[src/rtl/lsu_ctrl.sv]
// ---------------------------------------------------------------------------
// lsu_ctrl
//   Load/store sequencer between the RV32I execute stage and a word-wide data
//   RAM. Accepts one request at a time, checks alignment and funct3, issues a
//   word-aligned RAM access with byte strobes, waits for the acknowledge and
//   returns either extended load data or a store completion. req_ready stays
//   low for the whole access so the pipeline stalls.
//
//   Parameter
//     TIMEOUT_CYCLES : WAIT cycles without mem_ack before aborting with an
//                      error response (0 disables the timeout)
//
//   Ports
//     clk, reset            : rising-edge clock, synchronous active-high reset
//     req_valid/req_ready   : request handshake from the execute stage
//     req_we, funct3        : store/load select and access size/extension
//     addr, wdata           : byte address and right-justified store data
//     resp_valid, resp_err  : one-cycle completion pulse and its error flag
//     rdata                 : extended load result (0 for stores/errors)
//     mem_req/we/addr/wstrb/wdata : registered RAM access, held until ack
//     mem_ack, mem_rdata    : RAM completion and read word (same cycle)
// ---------------------------------------------------------------------------
module lsu_ctrl #(
  parameter int unsigned TIMEOUT_CYCLES = 255
) (
  input  logic        clk,
  input  logic        reset,
  input  logic        req_valid,
  output logic        req_ready,
  input  logic        req_we,
  input  logic [2:0]  funct3,
  input  logic [31:0] addr,
  input  logic [31:0] wdata,
  output logic        resp_valid,
  output logic        resp_err,
  output logic [31:0] rdata,
  output logic        mem_req,
  output logic        mem_we,
  output logic [31:0] mem_addr,
  output logic [3:0]  mem_wstrb,
  output logic [31:0] mem_wdata,
  input  logic        mem_ack,
  input  logic [31:0] mem_rdata
);

  localparam logic [31:0] TIMEOUT_LIM = 32'(TIMEOUT_CYCLES);

  typedef enum logic [1:0] {
    ST_IDLE = 2'd0,
    ST_WAIT = 2'd1,
    ST_RESP = 2'd2
  } state_t;

  state_t      state_q, state_d;
  logic [31:0] wait_cnt_q, wait_cnt_d;
  logic        req_ready_q, req_ready_d;
  logic        resp_valid_q, resp_valid_d;
  logic        resp_err_q, resp_err_d;
  logic [31:0] rdata_q, rdata_d;
  logic        mem_req_q, mem_req_d;
  logic        mem_we_q, mem_we_d;
  logic [31:0] mem_addr_q, mem_addr_d;
  logic [3:0]  mem_wstrb_q, mem_wstrb_d;
  logic [31:0] mem_wdata_q, mem_wdata_d;
  logic [2:0]  ld_funct3_q, ld_funct3_d;
  logic [1:0]  ld_off_q, ld_off_d;

  logic        req_illegal;
  logic [3:0]  lane_strb;
  logic [31:0] lane_wdata;
  logic [31:0] load_word;
  logic [31:0] load_ext;
  logic        timeout_hit;

  // Request decode: legality, byte-lane strobes and lane-replicated store
  // data. Replicating the store data means the RAM can take the lane
  // selected by the strobes without any further shifting.
  always_comb begin
    req_illegal = 1'b0;
    lane_strb   = 4'b0000;
    lane_wdata  = wdata;
    case (funct3)
      3'b000: begin
        lane_strb  = 4'b0001 << addr[1:0];
        lane_wdata = {4{wdata[7:0]}};
      end
      3'b001: begin
        req_illegal = addr[0];
        lane_strb   = 4'b0011 << addr[1:0];
        lane_wdata  = {2{wdata[15:0]}};
      end
      3'b010: begin
        req_illegal = (addr[1:0] != 2'b00);
        lane_strb   = 4'b1111;
      end
      // Unsigned variants only exist for loads.
      3'b100: req_illegal = req_we;
      3'b101: req_illegal = req_we | addr[0];
      default: req_illegal = 1'b1;
    endcase
    if (!req_we) begin
      lane_strb = 4'b0000;
    end
  end

  // Load return path: the size and offset were captured at accept time,
  // because the execute-stage inputs are free to change during WAIT.
  always_comb begin
    load_word = mem_rdata >> {ld_off_q, 3'b000};
    case (ld_funct3_q)
      3'b000:  load_ext = {{24{load_word[7]}}, load_word[7:0]};
      3'b001:  load_ext = {{16{load_word[15]}}, load_word[15:0]};
      3'b100:  load_ext = {24'd0, load_word[7:0]};
      3'b101:  load_ext = {16'd0, load_word[15:0]};
      default: load_ext = load_word;
    endcase
  end

  // The counter holds the number of completed WAIT cycles, so the last
  // permitted WAIT cycle is the one where it equals TIMEOUT_CYCLES-1.
  assign timeout_hit = (TIMEOUT_LIM != 32'd0) &&
                       (wait_cnt_q == (TIMEOUT_LIM - 32'd1));

  // Next-state and registered-output logic. Every output is a flop, so the
  // values below are what appears on the ports one cycle later.
  always_comb begin
    state_d      = state_q;
    wait_cnt_d   = wait_cnt_q;
    resp_valid_d = 1'b0;
    resp_err_d   = resp_err_q;
    rdata_d      = rdata_q;
    mem_req_d    = mem_req_q;
    mem_we_d     = mem_we_q;
    mem_addr_d   = mem_addr_q;
    mem_wstrb_d  = mem_wstrb_q;
    mem_wdata_d  = mem_wdata_q;
    ld_funct3_d  = ld_funct3_q;
    ld_off_d     = ld_off_q;

    case (state_q)
      ST_IDLE: begin
        if (req_valid) begin
          if (req_illegal) begin
            // Rejected without touching the RAM.
            state_d      = ST_RESP;
            resp_valid_d = 1'b1;
            resp_err_d   = 1'b1;
            rdata_d      = 32'd0;
          end else begin
            state_d     = ST_WAIT;
            wait_cnt_d  = 32'd0;
            mem_req_d   = 1'b1;
            mem_we_d    = req_we;
            mem_addr_d  = {addr[31:2], 2'b00};
            mem_wstrb_d = lane_strb;
            mem_wdata_d = lane_wdata;
            ld_funct3_d = funct3;
            ld_off_d    = addr[1:0];
          end
        end
      end

      ST_WAIT: begin
        wait_cnt_d = wait_cnt_q + 32'd1;
        // An ack arriving on the timeout edge still completes normally.
        if (mem_ack) begin
          state_d      = ST_RESP;
          mem_req_d    = 1'b0;
          resp_valid_d = 1'b1;
          resp_err_d   = 1'b0;
          rdata_d      = mem_we_q ? 32'd0 : load_ext;
        end else if (timeout_hit) begin
          state_d      = ST_RESP;
          mem_req_d    = 1'b0;
          resp_valid_d = 1'b1;
          resp_err_d   = 1'b1;
          rdata_d      = 32'd0;
        end
      end

      ST_RESP: begin
        state_d = ST_IDLE;
      end

      default: begin
        state_d   = ST_IDLE;
        mem_req_d = 1'b0;
      end
    endcase

    req_ready_d = (state_d == ST_IDLE);
  end

  // State and output registers with synchronous reset; a reset in the middle
  // of an access simply drops it.
  always_ff @(posedge clk) begin
    if (reset) begin
      state_q      <= ST_IDLE;
      wait_cnt_q   <= 32'd0;
      req_ready_q  <= 1'b1;
      resp_valid_q <= 1'b0;
      resp_err_q   <= 1'b0;
      rdata_q      <= 32'd0;
      mem_req_q    <= 1'b0;
      mem_we_q     <= 1'b0;
      mem_addr_q   <= 32'd0;
      mem_wstrb_q  <= 4'd0;
      mem_wdata_q  <= 32'd0;
      ld_funct3_q  <= 3'd0;
      ld_off_q     <= 2'd0;
    end else begin
      state_q      <= state_d;
      wait_cnt_q   <= wait_cnt_d;
      req_ready_q  <= req_ready_d;
      resp_valid_q <= resp_valid_d;
      resp_err_q   <= resp_err_d;
      rdata_q      <= rdata_d;
      mem_req_q    <= mem_req_d;
      mem_we_q     <= mem_we_d;
      mem_addr_q   <= mem_addr_d;
      mem_wstrb_q  <= mem_wstrb_d;
      mem_wdata_q  <= mem_wdata_d;
      ld_funct3_q  <= ld_funct3_d;
      ld_off_q     <= ld_off_d;
    end
  end

  assign req_ready  = req_ready_q;
  assign resp_valid = resp_valid_q;
  assign resp_err   = resp_err_q;
  assign rdata      = rdata_q;
  assign mem_req    = mem_req_q;
  assign mem_we     = mem_we_q;
  assign mem_addr   = mem_addr_q;
  assign mem_wstrb  = mem_wstrb_q;
  assign mem_wdata  = mem_wdata_q;

endmodule

[config.mk]
export PLATFORM = sky130hd
export DESIGN_NAME = lsu_ctrl
export DESIGN_NICKNAME = d
export VERILOG_FILES = /design/src/rtl/lsu_ctrl.sv
export SDC_FILE = /design/constraint.sdc
export NUM_CORES = 1
export LEC_CHECK = 0
export ABC_AREA = 1
export BUFFER_PORTS_ARGS = -buffer_cell sky130_fd_sc_hd__clkbuf_2
export CORE_UTILIZATION = 30
export DETAILED_ROUTE_END_ITERATION = 12
export SLEW_MARGIN = 20
export SYNTH_ARGS = -nofsm -noshare
export SYNTH_HDL_FRONTEND = slang
export SYNTH_SLANG_ARGS = --single-unit
[constraint.sdc]
create_clock -name clk -period 3.25 [get_ports clk]
set_clock_uncertainty 0.05 [all_clocks]
set_input_delay 0.65 -clock clk [delete_from_list [all_inputs] [get_ports clk]]
set_output_delay 0.65 -clock clk [all_outputs]
set_load 0.05 [all_outputs]
==> results.toml, run 1 <==
[outcome]
status = "finished, final reports clean"

[logic_synthesis]
synth_edf_count = 0
yosysUniqueCellTypes = 36
synth_area_um2 = 7390
ys_seq_area_frac = 0.385
syn_inst = 1161
ys_warn_count = 0
synthArstFlopShare = 0
ys_ff_latch = 142
synth_area_per_cell_um2 = 6.36
synth_top_flop_cell = "dfxtp_1"

[clock_network]
clock_path_buffers = 2
clock_latency_ns = 0.42
cts_tree = "built"
cts.sinks = 142
root_buffer = "clkbuf_16"
cts_inserted_buffers = 17
cts_resized = 0
cts_setup_buffers = 0
clk_pin_slew_worst_paths_ns = 0.07
cts_htree_levels = 4
holdBufCountCts = 0

[critical_path]
cp-end-kind = "flip-flop"
slowest_stage = "nand2_1"
crit_chain = "inv_1 -> ha_1 -> inv_1 -> nor2_1 -> nand2_1 -> nor2_1 -> nand2_1 -> nand3_1 -> nand2_1 -> nor2_1 -> nor2_1"
ff2ff_path_depth = 11
r2r_start = "wait_cnt_q[0]"
path_max_fanout = 21
worstSetupStartpoint = "wait_cnt_q[0]"
cp.required_ns = 3.51
cpMostUsedCell = "nor2_1"
setup.worst_path.start_class = "flip-flop"
crit_arrival_ns = 2.63
worstSetupPathType = "reg -> reg"
max_stage_delay_ns = 0.51
crit_family = "simple AND/OR/NAND/NOR gates"
path_buf_inv = 2
path_depth = 11

[global_route]
grtUsageTotal = 0.188
grt_max_degree = 72
antenna_found_initial = 0
grt_pass1_wl_mm = 38.2
grt_pass1_vias = 7279
overflow = 0

[drt]
wl_per_cell_um = 14.3
remaining_drc_errors = 0
vias = 7932
first_pass_iters = 7
antenna_left = 0
drtIter0Drc = 527
routed_via_density = 4.74
finalWirelength_mm = 23.9

[floorplanning]
die_y_um = 159
core_um2 = 24200
num_rows = 57
die_w_um = 159
die_area_um2 = 25300
start_util = 0.305
boundaryPins = 209

[timing]
setup_slack_ns = 0.884
whs_ns = 0.395
slew_viol_final = 0
fmax_mhz = 423
period_needed_ns = 2.37
fin_crit_sh = 0.728
rsz0062_at_grt = "no"
setup_viol_count_final = 0
hold_violations = 0
relSlewSlack = 0.478
tightestPinTransition_ns = 0.782
final.setup.tns_ns = 0

[placed_design]
dp_worst_setup_slack_ns = 0.655
gp_congestion = 0.893
place_area_um2 = 8620
place.detailed.hpwl_mm = 17.6
portBuffers = 206

[finish]
area_delta_synth_final_pct = 25.1
drive_gt1_frac = 0.213
fin_nets = 1444
final_cell_area_um2 = 9240
n_antenna_cell = 0

[hold_path]
min_path_cells = 3
hold_class = "in -> reg"
hold_path.startpoint = "addr[14]"

[pwr]
power.density_nw_per_um2 = 523
power_leakage_uw = 0.00420
ir_worst_vdd_uv = 364

[job]
maxCapViolations = 0
sequential cells by signal, indices dropped and copies added, names as in the netlist, 2 cells and up:
signal,count
ld_off_q,2
mem_wstrb,4
rdata,32
ld_funct3_q,3
wait_cnt_q,32
mem_addr,30
state_q,2
mem_wdata,32
worst paths after layout:
path                   to  slack (ns)
min          mem_addr[14]        0.40
min reg2reg  mem_wstrb[0]        0.41
max             rdata[14]        0.88
max reg2reg     rdata[14]        0.88
layout make-up:
type	count	area (um^2)
fillers	2689	15000
clock inverters	14	180
multi-input cells	858	3840
inverters	101	379
well taps	324	405
clock buffers	18	439
repair buffers	218	1150
flip-flops and latches	142	2840
cell usage in the layout, fill, tap and decap left out, types with 2 or more instances in the layout:
cell type / netlist / routed
nand2_1: 378 / 378
clkbuf_16: 0 / 17
or2_2: 5 / 5
o21ai_0: 50 / 50
clkinvlp_4: 0 / 2
nor3_1: 10 / 10
ha_1: 2 / 2
buf_4: 17 / 11
nor2_1: 123 / 123
o21ai_1: 3 / 3
o211ai_1: 4 / 4
mux2_2: 8 / 8
clkinv_4: 0 / 2
clkbuf_2: 1 / 205
nand4_1: 3 / 3
buf_12: 0 / 2
nand3_1: 125 / 125
inv_2: 8 / 8
nand2_2: 6 / 6
nand3_2: 4 / 4
a21oi_1: 115 / 115
nor2_4: 2 / 2
nor2_2: 3 / 3
bufinv_16: 0 / 3
inv_6: 0 / 6
conb_1: 1 / 2
a31oi_1: 4 / 4
inv_1: 92 / 92
dfxtp_1: 142 / 142
o21a_1: 3 / 3
worst min-delay path, stage by stage:
cell and delay [ns]:
clkbuf_2 0.08, nand2_1 0.05, a21oi_1 0.05
stage by stage:
step,util,std cells,power [uW]
2_1_floorplan,-,1162,2550
4_1_cts,0.381,1675,4890
5_1_grt,0.381,1675,5040
6_report,0.381,1675,4830
3_3_place_gp,0.356,1643,2810
3_5_place_dp,0.356,1643,2810
logic make-up (layout without fill, tap and decap cells):
group | Yosys count | count (layout) | share of synthesized area
flip-flops | 142 | 142 | 0.385
AO/OA/AOI/OAI | 183 | 183 | 0.129
adder cells (fa/ha/maj) | 2 | 2 | 0.00339
AND/OR/NAND/NOR | 661 | 661 | 0.372
buffers and inverters | 162 | 351 | 0.0965
multiplexers | 9 | 9 | 0.0135
XOR/XNOR | 1 | 1 | 0.00119
other | 1 | 2 | 0.000508
power by group:
group	switching, uW	leakage (uW)	internal (uW)
clock	822	0.000299	1240
sequential	53.1	0.00115	1820
combinational	653	0.00274	237
Yosys cell counts (4+ instances only):
| cell type | number | area [um^2] |
|---|---|---|
| or2_2 | 5 | 31.3 |
| nand2_2 | 6 | 37.5 |
| a31oi_1 | 4 | 25.0 |
| buf_2 | 14 | 70.1 |
| clkbuf_1 | 26 | 97.6 |
| nand2_1 | 378 | 1420 |
| o21ai_0 | 50 | 250 |
| o211ai_1 | 4 | 30.0 |
| mux2_2 | 8 | 90.1 |
| a21oi_1 | 115 | 576 |
| dfxtp_1 | 142 | 2840 |
| nand3_1 | 125 | 626 |
| nand3_2 | 4 | 40.0 |
| nor2_1 | 123 | 462 |
| buf_4 | 17 | 128 |
| nor3_1 | 10 | 50.1 |
| inv_1 | 92 | 345 |
| inv_2 | 8 | 30.0 |
routing by layer:
layer,global-route usage,up-vias,share of wire
met1,0.246,3590,0.46
met2,0.304,258,0.46
li1,-,4061,-
met4,0.0533,0,0.012
met3,0.0505,23,0.070
met5,0,-,0
No activity file was read; power rests on OpenSTA's default activity.
==> run 2, diff against run 1 <==
Clock period 3.25 ns to 2.2 ns, I/O delays scaled along.
==> run 2 against run 1 <==
Net effect:
- worst hold slack got worse by 0.21 ns
- final area rose by 1.9%
- register-to-register slack got worse by 0.61 ns
- via count rose by 1.0%
- combinational power rose by 55%
- critical path depth rose by 2
- sequential share of layout area fell by 0.57 points
- fmax rose by 23%
- power rose by 45%
- non-clock buffer count rose by 21
- cell count rose by 1.3%
- global-route usage rose by 0.84 points
- critical endpoint is now resp_err
- largest cell class unchanged
- largest power group unchanged
==> results.toml, run 2 (synthesis gave the netlist of run 1 again) <==
[outcome]
status = "finished, final reports clean"

[pwr]
p_int_uw = 4760
seqPwrFrac = 0.394
p_sw_frac = 0.322
p_sw_uw = 2260
clkPwrFrac = 0.409
power_leakage_uw = 0.00430
ir_worst_vdd_uv = 509
power.density_nw_per_um2 = 746
comb_power_share = 0.197

[timing]
slew_viol_final = 0
period_needed_ns = 1.93
rsz0062_at_grt = "no"
fmax_mhz = 518
fin_crit_sh = 0.877
hold_violations = 0
final.setup.tns_ns = 0
setup_viol_count_final = 0

[finish]
fillers = 2680
final_common_cell = "nand2_1"
fin_nets = 1465
area_delta_synth_final_pct = 27.4
n_antenna_cell = 0
drive_gt1_frac = 0.224
fin_cells = 1696
final_cell_mix = "nand2_1, clkbuf_2, dfxtp_1"
fin_util = 0.388

[drt]
routed_via_density = 4.72
wl_met1_mm = 11.4
wl_per_cell_um = 14.5
drtIter0Drc = 463
antenna_left = 0
vias = 8011
finalWirelength_mm = 24.7
first_pass_iters = 5
wl_met3_mm = 1.54
top_layer = "met4"
remaining_drc_errors = 0
routed-wl-met2_mm = 11.0

[floorplanning]
boundaryPins = 209
core_um2 = 24200
die_area_um2 = 25300
start_util = 0.305
num_rows = 57
die_w_um = 159
die_y_um = 159

[clock_network]
cts_setup_buffers = 0
clock_latency_ns = 0.42
holdBufCountCts = 0
cts_inserted_buffers = 17
cts_htree_levels = 4
clk_pin_slew_worst_paths_ns = 0.07
cts_resized = 0
root_buffer = "clkbuf_16"
cts_tree = "built"
cts.sinks = 142
clock_path_buffers = 2

[critical_path]
worstSetupStartpoint = "wait_cnt_q[0]"
slowest_stage = "dfxtp_1"
crit_chain = "inv_1 -> ha_1 -> inv_1 -> nor2_1 -> nand2_1 -> nor2_1 -> nand2_1 -> nand2_1 -> nand2_1 -> buf_12 -> nand2_1 -> o21bai_1 -> inv_1"
path_max_fanout = 29
crit_family = "simple AND/OR/NAND/NOR gates"
r2r_start = "wait_cnt_q[0]"
cp-end-kind = "flip-flop"
max_stage_delay_ns = 0.42
worstSetupPathType = "reg -> reg"
path_buf_inv = 4
setup.worst_path.start_class = "flip-flop"
cpMostUsedCell = "nand2_1"
cp.required_ns = 2.46
crit_arrival_ns = 2.19

[hold_path]
hold_class = "in -> reg"
hold_path.startpoint = "addr[15]"

[placed_design]
portBuffers = 206
gp_congestion = 0.900
dp_cells = 1664
place.detailed.hpwl_mm = 18.5

[global_route]
grt_pass1_vias = 7552
overflow = 0
grt_pass1_wl_mm = 40.0
antenna_found_initial = 0
grtUsageTotal = 0.196
grt_max_degree = 100

[job]
maxCapViolations = 0
==> run 2: path summary, 6_finish.rpt <==
check	cells after the start	slack (ns)	endpoint
max reg2reg	13	0.27	resp_err
min reg2reg	2	0.41	mem_wstrb[2]
min	3	0.19	mem_addr[15]
max	13	0.27	resp_err
==> run 2: power groups by stage <==
stage               clock network [uW]  registers [uW]  logic, uW
floorplan                            0            3190        586
global placement                     0            2820       1380
detailed placement                   0            2830       1390
CTS                               2930            2770       1390
global route                      3050            2780       1510
finish                            2870            2770       1380
==> run 2: per-stage QoR <==
step,setup slack [ns],total power (uW),hold slack [ns],cell area [um^2]
final,0.271,7030,0.190,9410
after global routing,0.0259,7340,0.180,9410
after CTS,0.232,7090,0.175,9410
after detailed placement,0.173,4210,0.402,8840
after global placement,0.230,4210,0.401,8840
after floorplan,0.580,3770,0.407,7390
==> run 2: routing by layer <==
layer | track usage | vias up
li1 | - | 4103
met1 | 0.257 | 3604
met2 | 0.309 | 262
met3 | 0.0492 | 42
met4 | 0.0791 | 0
met5 | 0 | -
==> run 2: worst reg2reg max path: stages (launching register included) <==
cell      delay [ns]
dfxtp_1         0.42
inv_1           0.16
ha_1            0.22
inv_1           0.05
nor2_1          0.04
nand2_1         0.04
nor2_1          0.04
nand2_1         0.10
nand2_1         0.06
nand2_1         0.10
buf_12          0.18
nand2_1         0.15
o21bai_1        0.15
inv_1           0.05
==> run 2: cell type report <==
| type | instances | area, um^2 | share of cell area |
|---|---|---|---|
| sequential | 142 | 2840 | 0.302 |
| timing repair buffer | 239 | 1370 | 0.145 |
| inverter | 101 | 379 | 0.0403 |
| clock inverter | 13 | 140 | 0.0149 |
| tap | 324 | 405 | 0.0431 |
| multi-input combinational | 858 | 3840 | 0.408 |
| clock buffer | 19 | 433 | 0.0460 |
